**src/rtl/complex_vec_mult_ctrl_if.sv**
```systemverilog
// Bundle between the vector complex-multiply controller and its surroundings (loaders, multiplier, sink).
// Latency: none, wiring only.
// Backpressure: carried by in_valid/in_ready, mult_ready/mult_valid/mult_accept and out_valid/out_ready.
interface complex_vec_mult_ctrl_if #(
    parameter int BIT   = 32,
    parameter int LEN_W = 16
);
    // Vector control
    logic               start;
    logic [LEN_W-1:0]   len;
    logic               busy;
    logic               done;
    // Upstream operand stream
    logic               in_valid;
    logic               in_ready;
    logic [2*BIT-1:0]   in_a;
    logic [2*BIT-1:0]   in_b;
    // Multiplier handshake
    logic               mult_ready;
    logic [2*BIT-1:0]   mult_in_a;
    logic [2*BIT-1:0]   mult_in_b;
    logic               mult_valid;
    logic               mult_accept;
    logic [2*BIT-1:0]   mult_out_0;
    // Downstream product stream
    logic               out_valid;
    logic               out_ready;
    logic [2*BIT-1:0]   out_data;

    // Surrounding datapath view: drives requests, operands, multiplier results and sink ready.
    modport master (
        output start, len, in_valid, in_a, in_b, mult_valid, mult_out_0, out_ready,
        input  busy, done, in_ready, mult_ready, mult_in_a, mult_in_b, mult_accept, out_valid, out_data
    );

    // Controller view.
    modport slave (
        input  start, len, in_valid, in_a, in_b, mult_valid, mult_out_0, out_ready,
        output busy, done, in_ready, mult_ready, mult_in_a, mult_in_b, mult_accept, out_valid, out_data
    );
endinterface

```
**src/rtl/complex_vec_mult_ctrl.sv**
```systemverilog
// Streams LEN complex operand pairs through a single complex multiplier and forwards products in order.
// Latency: per element fetch + issue + multiplier latency + ack + drain (>=1) + output cycle; done 1 cycle after last output.
// Backpressure: out_ready low holds the product and blocks further fetches; in_ready is only high while fetching.
module complex_vec_mult_ctrl #(
    parameter int BIT   = 32,
    parameter int LEN_W = 16
) (
    input  logic                  clk,
    input  logic                  rst,
    complex_vec_mult_ctrl_if.slave bus
);
    typedef logic [2*BIT-1:0] cplx_t;

    typedef enum logic [2:0] {
        IDLE,
        FETCH,
        ISSUE,
        WAIT_RES,
        ACK,
        DRAIN,
        OUTPUT
    } state_t;

    state_t           state;
    logic [LEN_W-1:0] remaining;
    logic             busy_r;
    logic             done_r;
    logic             in_ready_r;
    logic             mult_ready_r;
    logic             mult_accept_r;
    logic             out_valid_r;
    cplx_t            op_a;
    cplx_t            op_b;
    cplx_t            result;

    // Element sequencer: exactly one multiplier transaction outstanding, every output registered.
    always_ff @(posedge clk or posedge rst) begin
        if (rst) begin
            state         <= IDLE;
            remaining     <= '0;
            busy_r        <= 1'b0;
            done_r        <= 1'b0;
            in_ready_r    <= 1'b0;
            mult_ready_r  <= 1'b0;
            mult_accept_r <= 1'b0;
            out_valid_r   <= 1'b0;
            op_a          <= '0;
            op_b          <= '0;
            result        <= '0;
        end else begin
            done_r <= 1'b0;
            case (state)
                IDLE: begin
                    if (bus.start) begin
                        if (bus.len == '0) begin
                            // Empty vector completes immediately without ever going busy.
                            done_r <= 1'b1;
                        end else begin
                            remaining  <= bus.len;
                            busy_r     <= 1'b1;
                            in_ready_r <= 1'b1;
                            state      <= FETCH;
                        end
                    end
                end
                FETCH: begin
                    if (bus.in_valid && in_ready_r) begin
                        op_a         <= bus.in_a;
                        op_b         <= bus.in_b;
                        in_ready_r   <= 1'b0;
                        mult_ready_r <= 1'b1;
                        state        <= ISSUE;
                    end
                end
                ISSUE: begin
                    // Request is a single-cycle pulse; a valid seen here is not ours yet.
                    mult_ready_r <= 1'b0;
                    state        <= WAIT_RES;
                end
                WAIT_RES: begin
                    if (bus.mult_valid) begin
                        result        <= bus.mult_out_0;
                        mult_accept_r <= 1'b1;
                        state         <= ACK;
                    end
                end
                ACK: begin
                    mult_accept_r <= 1'b0;
                    state         <= DRAIN;
                end
                DRAIN: begin
                    // Wait out the multiplier's valid so it is never mistaken for the next result.
                    if (!bus.mult_valid) begin
                        out_valid_r <= 1'b1;
                        state       <= OUTPUT;
                    end
                end
                OUTPUT: begin
                    if (bus.out_ready) begin
                        out_valid_r <= 1'b0;
                        remaining   <= remaining - LEN_W'(1);
                        if (remaining == LEN_W'(1)) begin
                            done_r <= 1'b1;
                            busy_r <= 1'b0;
                            state  <= IDLE;
                        end else begin
                            in_ready_r <= 1'b1;
                            state      <= FETCH;
                        end
                    end
                end
                default: begin
                    state <= IDLE;
                end
            endcase
        end
    end

    assign bus.busy        = busy_r;
    assign bus.done        = done_r;
    assign bus.in_ready    = in_ready_r;
    assign bus.mult_ready  = mult_ready_r;
    assign bus.mult_in_a   = op_a;
    assign bus.mult_in_b   = op_b;
    assign bus.mult_accept = mult_accept_r;
    assign bus.out_valid   = out_valid_r;
    assign bus.out_data    = result;
endmodule

```
**src/flat_wrapper.sv**
```systemverilog
// flat-port wrapper written by rule: the top's interface ports become plain ports
module complex_vec_mult_ctrl_flat 
#(
    parameter int BIT   = 32,
    parameter int LEN_W = 16
)
  (clk, rst, bus_start, bus_len, bus_in_valid, bus_in_a, bus_in_b, bus_mult_valid, bus_mult_out_0, bus_out_ready, bus_busy, bus_done, bus_in_ready, bus_mult_ready, bus_mult_in_a, bus_mult_in_b, bus_mult_accept, bus_out_valid, bus_out_data);
  complex_vec_mult_ctrl_if #(.BIT(BIT), .LEN_W(LEN_W)) bus_i ();
  input  logic clk;
  input  logic rst;
  input wire logic [$bits(bus_i.start)-1:0] bus_start;
  input wire logic [$bits(bus_i.len)-1:0] bus_len;
  input wire logic [$bits(bus_i.in_valid)-1:0] bus_in_valid;
  input wire logic [$bits(bus_i.in_a)-1:0] bus_in_a;
  input wire logic [$bits(bus_i.in_b)-1:0] bus_in_b;
  input wire logic [$bits(bus_i.mult_valid)-1:0] bus_mult_valid;
  input wire logic [$bits(bus_i.mult_out_0)-1:0] bus_mult_out_0;
  input wire logic [$bits(bus_i.out_ready)-1:0] bus_out_ready;
  output wire logic [$bits(bus_i.busy)-1:0] bus_busy;
  output wire logic [$bits(bus_i.done)-1:0] bus_done;
  output wire logic [$bits(bus_i.in_ready)-1:0] bus_in_ready;
  output wire logic [$bits(bus_i.mult_ready)-1:0] bus_mult_ready;
  output wire logic [$bits(bus_i.mult_in_a)-1:0] bus_mult_in_a;
  output wire logic [$bits(bus_i.mult_in_b)-1:0] bus_mult_in_b;
  output wire logic [$bits(bus_i.mult_accept)-1:0] bus_mult_accept;
  output wire logic [$bits(bus_i.out_valid)-1:0] bus_out_valid;
  output wire logic [$bits(bus_i.out_data)-1:0] bus_out_data;
  assign bus_i.start = bus_start;
  assign bus_i.len = bus_len;
  assign bus_i.in_valid = bus_in_valid;
  assign bus_i.in_a = bus_in_a;
  assign bus_i.in_b = bus_in_b;
  assign bus_i.mult_valid = bus_mult_valid;
  assign bus_i.mult_out_0 = bus_mult_out_0;
  assign bus_i.out_ready = bus_out_ready;
  assign bus_busy = bus_i.busy;
  assign bus_done = bus_i.done;
  assign bus_in_ready = bus_i.in_ready;
  assign bus_mult_ready = bus_i.mult_ready;
  assign bus_mult_in_a = bus_i.mult_in_a;
  assign bus_mult_in_b = bus_i.mult_in_b;
  assign bus_mult_accept = bus_i.mult_accept;
  assign bus_out_valid = bus_i.out_valid;
  assign bus_out_data = bus_i.out_data;
  complex_vec_mult_ctrl #(.BIT(BIT), .LEN_W(LEN_W)) u_core (.clk(clk), .rst(rst), .bus(bus_i));
endmodule
```
**config.mk**
```make
export PLATFORM = sky130hd
export DESIGN_NAME = complex_vec_mult_ctrl_flat
export DESIGN_NICKNAME = d
export VERILOG_FILES = /design/src/rtl/complex_vec_mult_ctrl_if.sv /design/src/rtl/complex_vec_mult_ctrl.sv /design/src/flat_wrapper.sv
export SDC_FILE = /design/constraint.sdc
export NUM_CORES = 1
export LEC_CHECK = 0
export ABC_AREA = 1
export BUFFER_PORTS_ARGS = -buffer_cell sky130_fd_sc_hd__buf_2
export CORE_AREA = 2 2 161 163
export CTS_CLUSTER_SIZE = 40
export DETAILED_ROUTE_END_ITERATION = 16
export DIE_AREA = 0 0 163 165
export PLACE_DENSITY_LB_ADDON = 0.08
export SLEW_MARGIN = 10
export SYNTH_ARGS = -nofsm -noshare
export SYNTH_HDL_FRONTEND = slang
export SYNTH_SLANG_ARGS = --single-unit
```
**constraint.sdc**
```tcl
create_clock -name clk -period 9.9 [get_ports clk]
set_input_delay 0 -clock clk [delete_from_list [all_inputs] [get_ports clk]]
set_output_delay 0 -clock clk [all_outputs]
set_load 0.01 [all_outputs]
```
==> flow_metrics.tcl, run 1 <==
set metrics [dict create \
    synthTopCellsByCount "217 x dfrtp_1, 113 x nand2_1, 109 x mux2_4, 59 x nor2_1, 49 x mux2_1" \
    path_clk_slew_ps 60 \
    cts_sinks 217 \
    multi_input_area_sq_um 3620 \
    power_uw 4250 \
    clock_latency_ps 510 \
    synth.area.mux_share_pct 27.3 \
    endpoint "u_core.bus.mult_in_a[22]" \
    synth_top_family_by_area "multiplexers" \
    gp_routability_congestion 0.781 \
    finalNetCount 1546 \
    ir_drop_uv 167 \
    hp-class "in -> reg" \
    synth.distinct_cells 28 \
    final.setup_skew_ps 9.02 \
    netlist_area_sq_um 9420 \
    slew_headroom_pct 32.6 \
    p_per_area_nw_per_um2 291 \
    synthAdderAreaFrac_pct 0.266 \
    synth-simple-area-share_pct 9.23 \
    firstDrtPassIters 4 \
    worst_slew_pin_slew_ps 1010 \
    grt_usage_pct 19.5 \
    cap_viol_max_count 0 \
    yosys_warnings 0 \
    wirelength_mm 27.1 \
    finalSetupTns_ps 0 \
    rsz0062_at_grt "no" \
    overflow 0 \
    tritoncts "built" \
    synth_xor_area_share_pct 0.0930 \
    synth_cells 704 \
    dpl.hpwl_mm 18.4 \
    cts_root_buffer "clkbuf_16" \
    top_level_ports 412 \
    coreArea_sq_um 25000 \
    portBuffers 411 \
    yosysTopAreaCell "dfrtp_1" \
    grt_max_degree 144 \
    synth_nets 920 \
    fillers 2061 \
    required_ps 10290 \
    vias 7472 \
    synth_edf_count 0 \
    startpoint "u_core.state[1]" \
    drive_gt1_share_pct 45.3 \
    start_util_pct 37.6 \
    register_area_sq_um 5430 \
    clockBufferDepth 3 \
    dp_slack_ps 6610 \
    yosysTopAreaCellShare_pct 57.6 \
    die_w_um 163 \
    async_flop_share_pct 100 \
    min_period_ps 3310 \
    synth-seq-cells 217 \
    area_delta_synth_final_pct 54.7 \
    routedWlPerCell_um 16.2 \
    syn_avg_cell_area_sq_um 13.4 \
    grt_first_pass_wirelength_mm 41.4 \
    outcome "finished, final reports clean" \
    setup_slack_ps 6590 \
    fmax_ghz 0.302 \
    cts_max_level 1 \
    numCtsBuffers 24 \
    r2r_cells 7 \
    die_area_sq_um 26900 \
    synth-compound-area-share_pct 1.41 \
    slew_violations 0 \
    via_per_inst 4.45 \
    finalSetupViolCount 0 \
    diodes 0 \
    crit_fanout 55 \
    cp-start-kind "flop" \
    cts_setup_buffers 0 \
    final-hold-violation-count 0 \
    r2r_setup_slack_ps 6590 \
    ant_nets 0 \
    antenna_found_initial 0 \
    setup.worst_path.class "reg -> reg" \
    worstPathArrival_ps 3700 \
    r2r-end "u_core.bus.mult_in_a[22]" \
    p_leak_uw 0.00756 \
    worstReg2RegStart "u_core.state[1]" \
    finalCritPeriodShare_pct 33.5 \
    end_kind "flop" \
    synth_flop_cell "dfrtp_1" \
    drc 0 \
    grt_pass1_vias 7908 \
    rows 58 \
    drt_iter0_drc 336 \
    yosys.cell_count.top_type "dfrtp_1" \
    synth-seq-area-share_pct 57.6 \
    die_h_um 165 \
    synth_area_leaders "dfrtp_1 58%, mux2_4 17%, mux2_1 5.9%" \
]
## critical path: stages (launching register included)
cell,delay (ps)
dfrtp_1,470
inv_2,70
nand2_2,100
nor2_4,60
nand3_4,400
buf_4,750
buf_4,920
mux2_4,350
## final cells by class
class | count | area share, %
flip-flops and latches | 217 | 37.3
repair buffers | 628 | 28.9
multi-input cells | 430 | 24.8
clock buffers | 34 | 4.73
well taps | 330 | 2.83
inverters | 29 | 0.798
clock inverters | 10 | 0.627
## registers in the layout, summed over array words and instances (netlist names)
name,cells
u_core.state,3
u_core.remaining,16
u_core.bus.mult_accept,1
u_core.bus.out_data,64
u_core.bus.done,1
u_core.bus.mult_ready,1
u_core.bus.mult_in_b,64
u_core.bus.in_ready,1
u_core.bus.mult_in_a,64
u_core.bus.out_valid,1
u_core.bus.busy,1
## placed cells by master (no fill, tap or decap), types with 3 or more instances in the layout
master           n
buf_2          411
dfrtp_1        217
dlygate4sd3_1  213
nand2_1        112
mux2_4         109
nor2_1          59
mux2_1          49
mux2_2          34
clkbuf_16       25
nand3_1         24
inv_1           23
o21ai_0         12
o21ai_1          7
clkbuf_1         6
inv_2            5
a21oi_1          5
clkinvlp_4       5
nand3b_1         4
buf_4            4
clkinv_2         3
clkbuf_8         3
## cell families (layout without fill, tap and decap cells)
family / count (synthesis) / after routing
xor+xnor: 1 / 1
fa+ha+maj: 2 / 2
mux: 192 / 192
flops: 217 / 217
buf+inv: 57 / 701
compound gates: 26 / 26
simple gates: 209 / 209
## per-layer routing
metal	routed length [um]	share of wire, %	up-vias	track usage, %
li1	-	-	3601	-
met1	10400	39	3568	22.2
met2	14200	52	271	36.2
met3	1990	7.3	32	5.15
met4	490	1.8	0	5.23
met5	0	0	-	0
## worst min path at each step
| stage | slack [ps] | endpoint | startpoint | cells past startpoint |
|---|---|---|---|---|
| finish | 230 | u_core.bus.out_data[6] | bus_mult_out_0[6] | 3 |
| global route | 210 | u_core.bus.out_data[22] | bus_mult_out_0[22] | 3 |
| CTS | 210 | u_core.bus.out_data[27] | bus_mult_out_0[27] | 3 |
| detailed placement | 220 | u_core.bus.out_data[6] | bus_mult_out_0[6] | 2 |
| global placement | 210 | u_core.bus.out_data[38] | bus_mult_out_0[38] | 2 |
| floorplan | 130 | u_core.bus.out_data[0] | bus_mult_out_0[0] | 1 |
## power breakdown
part	total (uW)	internal (uW)	switching (uW)
Clock	880	513	366
Combinational	1770	932	838
Sequential	1600	1330	264
Total	4250	2780	1470
## what timing repair did
item | in CTS | in global routing
gates resized for setup | 0 | 0
endpoints found under the hold margin | 354 | 0
hold buffers | 213 | 0
## through the flow
stage          instance area [sq um]  hold slack, ps  utilization [%]  cells
2_1_floorplan                   9420             132                -    704
3_3_place_gp                   11700             211             46.6   1421
3_5_place_dp                   11700             217             46.6   1421
4_1_cts                        14600             206             58.2   1678
5_1_grt                        14600             214             58.2   1678
6_report                       14600             232             58.2   1678
Note: power is estimated with default switching activity, not from simulation.
==> run 2: changes to the inputs <==
clock period = 3.3 ns   (was 9.9 ns; I/O delays follow)
==> run 2 against run 1 <==
Net effect: register-to-register slack worse by 5400 ps; clock skew about the same; non-clock buffer count rose by 3; hold slack worse by 8.1 ps; via count rose by 0.48%; count of clock-buffer cells in the layout is 1 higher; die area stayed put; first-iteration DRC count down 8.6%; largest power group unchanged; setup slack got worse by 5400 ps; global-route usage decreased by 0.29 points; sequential share of layout area is 0.76 points lower; critical path type unchanged; cell area is 2.1% higher.
==> flow_metrics.tcl, run 2 (synthesis results as in run 1) <==
set metrics [dict create \
    rsz0062_at_grt "no" \
    ir_drop_uv 515 \
    cts_max_level 1 \
    finalSetupViolCount 0 \
    clockBufferDepth 3 \
    p_clk_share_pct 24.5 \
    p_leak_uw 0.00773 \
    cts_root_buffer "clkbuf_16" \
    final.setup_skew_ps 8.54 \
    overflow 0 \
    ant_nets 0 \
    hold_buffers 213 \
    cts_resized 0 \
    die_h_um 165 \
    cap_viol_max_count 0 \
    min_period_ps 2070 \
    power_uw 13400 \
    area_delta_synth_final_pct 57.9 \
    gp_routability_congestion 0.788 \
    crit_fanout 26 \
    p_sw_share_pct 33.3 \
    grt_pass1_vias 7839 \
    worstPathArrival_ps 2470 \
    die_area_sq_um 26900 \
    grt_usage_pct 19.2 \
    cts_sinks 217 \
    dp_slack_ps 1240 \
    p_switching_uw 4460 \
    firstDrtPassIters 5 \
    hp-class "in -> reg" \
    drt_iter0_drc 307 \
    p_int_uw 8950 \
    final-hold-violation-count 0 \
    via_per_inst 4.46 \
    setup_slack_ps 1230 \
    layout_commonest_cell "buf_2" \
    end_kind "flop" \
    die_w_um 163 \
    min-delay-start "bus_mult_out_0[18]" \
    setup.worst_path.class "reg -> reg" \
    rows 58 \
    finalSetupTns_ps 0 \
    fmax_ghz 0.484 \
    numCtsBuffers 26 \
    comb_power_share_pct 39.8 \
    seqPwrFrac_pct 35.8 \
    required_ps 3710 \
    cts_setup_buffers 0 \
    portBuffers 411 \
    dpl-instance-area_sq_um 11700 \
    final_area_sq_um 14900 \
    outcome "finished, final reports clean" \
    finalCritPeriodShare_pct 62.6 \
    coreArea_sq_um 25000 \
    grt_max_degree 116 \
    drive_gt1_share_pct 46.0 \
    slew_violations 0 \
    routedWlPerCell_um 16.1 \
    dpl.hpwl_mm 18.0 \
    top_level_ports 412 \
    clock_latency_ps 520 \
    diodes 0 \
    startpoint "u_core.state[1]" \
    finalNetCount 1551 \
    wirelength_mm 27.0 \
    p_per_area_nw_per_um2 901 \
    layout_common_cells "411 x buf_2, 217 x dfrtp_1, 213 x dlygate4sd3_1" \
    worstReg2RegStart "u_core.state[1]" \
    vias 7508 \
    fillers 2019 \
    slew_headroom_pct 57.2 \
    cp-start-kind "flop" \
    antenna_found_initial 0 \
    worst_slew_pin_slew_ps 643 \
    start_util_pct 37.6 \
    tritoncts "built" \
    grt_first_pass_wirelength_mm 40.9 \
    path_clk_slew_ps 60 \
    drc 0 \
]
==> run 2: cell types whose count changed in the layout (fill, tap and decap cells not counted) <==
cell	previous run	this run
buf_12	0	4
clkbuf_1	6	0
clkinv_8	0	1
clkbuf_16	25	27
clkbuf_8	3	8
inv_8	1	0
clkinv_2	3	5
bufinv_16	1	6
clkinv_4	1	0
clkinvlp_4	5	2
buf_4	4	3
==> run 2: per-layer routing <==
metal	routed length, um	up-vias	part of all wire [%]	GRT usage [%]
met3	1900	67	7.0	4.90
met4	1030	0	3.8	7.84
met5	0	-	0	0
li1	-	3618	-	-
met1	10400	3527	38	21.6
met2	13700	296	51	34.8
==> run 2: final timing paths <==
path	to	slack (ps)	cells past startpoint
worst max-delay path	u_core.remaining[8]	1230	9
worst min-delay path	u_core.bus.out_data[18]	220	3
worst max register to register	u_core.remaining[8]	1230	9
worst min register to register	u_core.bus.mult_ready	470	2
max in group asynchronous	u_core.bus.out_data[13]	2530	4
min in group asynchronous	u_core.bus.mult_in_a[10]	250	4
==> run 2: power groups by stage <==
| stage | Combinational, uW | Sequential (uW) | Clock (uW) |
|---|---|---|---|
| finish | 5330 | 4790 | 3280 |
| global route | 5800 | 4960 | 3460 |
| CTS | 5380 | 4760 | 3360 |
| detailed placement | 5200 | 4740 | 0 |
| global placement | 5120 | 4770 | 0 |
| floorplan | 2710 | 5310 | 0 |
==> run 2: through the flow <==
| stage | utilization (%) | hold slack, ps | std cells |
|---|---|---|---|
| final | 59.4 | 224 | 1685 |
| after global routing | 59.4 | 220 | 1685 |
| after CTS | 59.4 | 195 | 1685 |
| after detailed placement | 46.9 | 215 | 1424 |
| after global placement | 46.9 | 212 | 1424 |
| after floorplan | - | 132 | 704 |
==> run 2: critical path, cell delays in order, from the launching register on <==
cell and delay (ps):
dfrtp_1 470, nand2_1 130, nor2_4 470, nand2_1 160, nand3_1 160, inv_2 60, nand2_4 220, inv_2 130
nand2_1 90, nand2_1 60
==> run 2: final cells by class <==
class	count	area, sq um	share of cell area (%)
flip-flops and latches	217	5430	36.5
repair buffers	631	4290	28.8
multi-input cells	430	3620	24.3
clock buffers	35	786	5.28
well taps	330	413	2.77
clock inverters	13	229	1.54
inverters	29	113	0.757
